<file path="src/rtl/input_debounce_pair.sv">
// input_debounce_pair: two-channel synchroniser + counter debouncer with level, edge pulses and a both-stable flag
module input_debounce_pair #(
  parameter int DEBOUNCE_CYCLES = 16,
  parameter bit ACTIVE_LOW = 1'b0,
  localparam int CNT_W = $clog2(DEBOUNCE_CYCLES + 1)
) (
  input  logic clk,
  input  logic rst,
  input  logic a_raw,
  input  logic b_raw,
  output logic a_clean,
  output logic b_clean,
  output logic a_rise,
  output logic a_fall,
  output logic b_rise,
  output logic b_fall,
  output logic stable
);
  typedef enum logic [1:0] {STABLE_LO, CHECK_HI, STABLE_HI, CHECK_LO} state_e;
  localparam logic [CNT_W-1:0] LAST = CNT_W'(DEBOUNCE_CYCLES - 1);
  if (DEBOUNCE_CYCLES < 2) begin : g_bad_param
    $error("DEBOUNCE_CYCLES must be >= 2");
  end
  logic [1:0] raw, x_in, clean, rise, fall, stab;
  logic stable_d, stable_q;
  assign raw = {b_raw, a_raw};
  assign x_in = ACTIVE_LOW ? ~raw : raw;
  for (genvar i = 0; i < 2; i++) begin : g_ch
    state_e state_d, state_q;
    logic [CNT_W-1:0] cnt_d, cnt_q;
    logic s1_d, s1_q, s2_d, s2_q, clean_d, clean_q, rise_d, rise_q, fall_d, fall_q;
    always_comb begin
      s1_d = x_in[i];
      s2_d = s1_q;
      state_d = state_q;
      cnt_d = cnt_q;
      clean_d = clean_q;
      rise_d = 1'b0;
      fall_d = 1'b0;
      case (state_q)
        STABLE_LO: if (s2_q) begin
          state_d = CHECK_HI;
          cnt_d = CNT_W'(1);
        end
        CHECK_HI: if (!s2_q) begin
          state_d = STABLE_LO;
          cnt_d = '0;
        end else if (cnt_q == LAST) begin
          state_d = STABLE_HI;
          clean_d = 1'b1;
          rise_d = 1'b1;
          cnt_d = '0;
        end else cnt_d = cnt_q + 1'b1;
        STABLE_HI: if (!s2_q) begin
          state_d = CHECK_LO;
          cnt_d = CNT_W'(1);
        end
        CHECK_LO: if (s2_q) begin
          state_d = STABLE_HI;
          cnt_d = '0;
        end else if (cnt_q == LAST) begin
          state_d = STABLE_LO;
          clean_d = 1'b0;
          fall_d = 1'b1;
          cnt_d = '0;
        end else cnt_d = cnt_q + 1'b1;
        default: state_d = STABLE_LO;
      endcase
    end
    always_ff @(posedge clk) begin
      if (rst) begin
        s1_q <= 1'b0;
        s2_q <= 1'b0;
        state_q <= STABLE_LO;
        cnt_q <= '0;
        clean_q <= 1'b0;
        rise_q <= 1'b0;
        fall_q <= 1'b0;
      end else begin
        s1_q <= s1_d;
        s2_q <= s2_d;
        state_q <= state_d;
        cnt_q <= cnt_d;
        clean_q <= clean_d;
        rise_q <= rise_d;
        fall_q <= fall_d;
      end
    end
    assign stab[i] = (state_d == STABLE_LO) || (state_d == STABLE_HI);
    assign clean[i] = clean_q;
    assign rise[i] = rise_q;
    assign fall[i] = fall_q;
  end
  // stable is registered from next-state so it lines up with the FSM state it describes
  assign stable_d = &stab;
  always_ff @(posedge clk) begin
    if (rst) stable_q <= 1'b1;
    else stable_q <= stable_d;
  end
  assign a_clean = clean[0];
  assign b_clean = clean[1];
  assign a_rise = rise[0];
  assign a_fall = fall[0];
  assign b_rise = rise[1];
  assign b_fall = fall[1];
  assign stable = stable_q;
endmodule

</file>
<file path="config.mk">
export PLATFORM = sky130hd
export DESIGN_NAME = input_debounce_pair
export DESIGN_NICKNAME = d
export VERILOG_FILES = /design/src/rtl/input_debounce_pair.sv
export SDC_FILE = /design/constraint.sdc
export NUM_CORES = 1
export LEC_CHECK = 0
export ABC_CLOCK_PERIOD_IN_PS = 3100
export BUFFER_PORTS_ARGS = -buffer_cell sky130_fd_sc_hd__buf_2
export CAP_MARGIN = 20
export CORE_MARGIN = 8
export CORE_UTILIZATION = 50
export CTS_CLUSTER_DIAMETER = 200
export DETAILED_ROUTE_END_ITERATION = 16
export GPL_TIMING_DRIVEN = 0
export PLACE_DENSITY_LB_ADDON = 0.3
export SYNTH_ARGS = -nofsm -noshare
export SYNTH_HDL_FRONTEND = slang
export SYNTH_SLANG_ARGS = --single-unit
</file>
<file path="constraint.sdc">
create_clock -name clk -period 3.1 [get_ports clk]
set_input_delay 0 -clock clk [delete_from_list [all_inputs] [get_ports clk]]
set_output_delay 0 -clock clk [all_outputs]
set_load 0.05 [all_outputs]
</file>
==> results.txt <==
The overall track demand over capacity in global routing is 11.5%, and the period utilization is 46.3%. The die outline area was 3900 sq um; the distinct cell type count of the synthesized netlist was 36. For the final-report max-slew violation count, the log shows 0. In the final timing run, aggregate negative setup slack is 0 ns.

The critical path starts at g_ch[0].cnt_q[0]. The logs give 1210 sq um for the post-layout instance area and 50.7% for the initial core utilization. In the post-route analysis, the smallest setup slack over all paths is 1.66 ns. Summed over all layers, the routed wires come to 2.14 mm. The worst setup path is captured at a flip-flop. At the pin with the least slew margin, the transition time is 0.498 ns. Dividing the detail-routed via count by the number of cells gives 5.72. Total count of hold-check failures in the final report: 0. Setup repair after global routing left no endpoint under its margin. Netlist area before placement: 1080 sq um. The repair_antennas step left the layout with diodes totalling 0. The logs give 913 for the via count of the first global-routing pass and 0.375 mV for the peak ir drop on the vdd network. The overall die height is 62.4 um, and the number of antenna violations at the first check in global routing is 0.

In the routed design, unresolved DRC markers number 0. For the worst-skew pair, the clock arrives at the later sink with an insertion delay of 0.32 ns. The die span in x works out to 62.4 um.

The count of TritonRoute iterations in the first routing pass is 4, and the synthesized area per cell is 9.46 sq um. The clock-pin slew reported for the worst setup and hold paths after clock tree synthesis came out at 0.13 ns. The Yosys step of the flow raised 0 warnings. The logs give 0 for the number of nets still failing antenna checks after routing and 903 for the via count. The first global-routing pass estimated 3.81 mm of wire. The critical path is of the flip-flop to flip-flop type.

The library cells used most frequently in the layout, excluding fill and tap cells, are dfxtp_1, buf_2, nor2_1, nand2b_1, o21ai_0. The count of input and output buffers is 10, and the count of routing violations after the opening detailed-route iteration is 23. The pin count of the biggest net entering global routing was 15; the clock period minus worst slack was 1.44 ns.

11 I/O pins were placed. The worst path arrival time was 1.66 ns. The floorplan step defined a core boundary enclosing 2130 sq um. The tree built by TritonCTS fans out to 25 sinks. The floorplan has 17 rows.

The fraction of layout cells with a size suffix above 1 works out to 15.4%. Hold timing on the final database bottoms out at a slack of 0.0795 ns. For the worst setup path, the data required time is 3.32 ns. The number of gates resized after CTS was 0.

For flop-to-flop paths, the worst setup slack is 1.66 ns. The tree is rooted in a clkbuf_4. The last element of the critical path is a_clean. The routed wire length per instance works out to 13.6 um. The worst reg-to-reg path cell count was 4; the synthesized instance count was 114. In this run the static leakage power is 0.495 nW. The total of endpoints with negative setup slack in the final report is 0.

Across the run, the number of max-cap violations was 0. The clock passes through at most 2 buffers. In the final design database the tool counted 137 nets. Counting the fill cells in the layout gives 199. Counting the buffers created by CTS gives 3. In this run the tightest slew margin relative to its limit is 66.6%. Summing all placed instances gives a cell area of 1160 sq um.

The tools report the number of H-tree levels as 1. The endpoint identified for the worst register-to-register timing path is a_clean. The worst slack at placement was 1.71 ns.

The post-synthesis to final-layout area growth came out at 12.3%. TritonCTS built the clock tree. For the post-layout utilization of the core, the log shows 56.9%. The startpoint kind of the worst setup timing path is a flip-flop. The tools report the critical register-to-register path startpoint as g_ch[0].cnt_q[0]. For the half-perimeter wire length after placement, the log shows 1.60 mm.

The peak fanout along the critical path was 5. The most common cell after layout, fill and taps aside was dfxtp_1. The maximum clock rate is 697 MHz. In this run the power density over the cells is 435 nW/um^2. The clock skew after layout came out at 0.00706 ns. The share of synthesized area occupied by flip-flops and latches was 46.4%. The flip-flop and latch count after synthesis came out at 25. Type of the most critical hold path: input port to flip-flop.

The run finished with clean final reports. The number of nets in the synthesized netlist is 120, and the overflow left after global routing is 0. Routability-driven placement finished with a final weighted congestion of 0.821.
[cells in the mapped netlist]
master	n	share of area, %
and3_1	1	0.58
nand4_1	4	2.3
clkbuf_1	3	1.0
o211ai_1	2	1.4
or3_1	1	0.58
nand4b_1	2	1.6
a21oi_1	4	1.9
and4_1	1	0.81
a311o_1	1	0.93
o211a_1	4	3.7
nor4b_1	1	0.81
nor2b_1	4	2.3
a2111oi_0	1	0.81
buf_4	1	0.70
nand3_1	5	2.3
xor2_1	2	1.6
ha_1	2	2.3
o21ai_0	6	2.8
a31oi_1	1	0.58
nor2_1	6	2.1
a211o_1	1	0.81
o211ai_2	1	1.2
xnor2_1	2	1.6
a311oi_1	2	1.6
and4b_1	2	1.9
nand2_1	3	1.0
dfxtp_1	25	46
a211oi_1	2	1.4
nor3_1	3	1.4
or4b_1	1	0.93
o311ai_0	1	0.81
buf_2	3	1.4
nor4_1	4	2.3
nand2b_1	6	3.5
a31o_2	1	0.81
inv_1	5	1.7
[metal layers]
layer	vias to the layer above	wire, um	part of all wire [%]	track usage (%)
met1	428	896	42	11.3
met4	0	12	0.56	3.70
li1	456	-	-	-
met3	2	121	5.6	5.38
met2	17	1110	52	20.8
met5	-	0	0	0
[power by group]
group	switching [mW]	internal, mW	leakage [nW]
Sequential	0.00463	0.330	0.203
Clock	0.0929	0.0483	0.0177
Combinational	0.0352	0.0158	0.275
Total	0.133	0.394	0.495
[per-stage QoR]
| step | power (mW) | std cells |
|---|---|---|
| after floorplan | 0.377 | 114 |
| after global placement | 0.390 | 152 |
| after detailed placement | 0.391 | 152 |
| after CTS | 0.535 | 158 |
| after global routing | 0.548 | 158 |
| final | 0.527 | 158 |
[registers in the layout, summed over array words and instances (netlist names), 2 cells and up]
name / count
g_ch.cnt_q: 10
g_ch.s1_q: 2
g_ch.s2_q: 2
g_ch.state_q: 4
[kinds of logic (layout without fill, tap and decap cells)]
kind of cell	after synthesis	in the layout	share of synthesized area, %
flip-flops	25	25	46.4
AO/OA/AOI/OAI	27	27	18.7
buffers and inverters	12	28	4.87
adder cells (fa/ha/maj)	2	2	2.32
AND/OR/NAND/NOR	44	44	24.5
XOR/XNOR	4	4	3.25
[what timing repair did]
item,4_1_cts,5_1_grt
endpoints found under the hold margin,2,0
hold buffers,2,0
setup buffers,0,0
[cell type report]
type | instances | area, sq um | share of cell area, %
multi-input combinational | 77 | 526 | 43.4
sequential | 25 | 500 | 41.3
timing repair buffer | 12 | 70.1 | 5.79
tap | 28 | 35.0 | 2.89
buffer | 7 | 33.8 | 2.79
clock buffer | 3 | 22.5 | 1.86
inverter | 5 | 18.8 | 1.55
clock inverter | 1 | 5.00 | 0.413
[how the worst min path moves through the flow]
stage | startpoint | to | slack [ns] | depth (start not counted)
after detailed placement | b_raw | g_ch[1].s1_q | 0.23 | 2
final | rst | g_ch[0].cnt_q[3] | 0.08 | 3
after floorplan | a_raw | g_ch[0].s1_q | 0.13 | 1
after global placement | a_raw | g_ch[0].s1_q | 0.21 | 2
after global routing | rst | g_ch[0].cnt_q[3] | 0.09 | 3
after CTS | rst | g_ch[0].cnt_q[3] | 0.07 | 3
[critical path: stages, from the launching register on]
cell and delay (ns):
dfxtp_1 0.42, ha_1 0.25, and4b_1 0.30, nand2_1 0.11
o311ai_0 0.27
No activity file was read; power rests on OpenSTA's default activity.
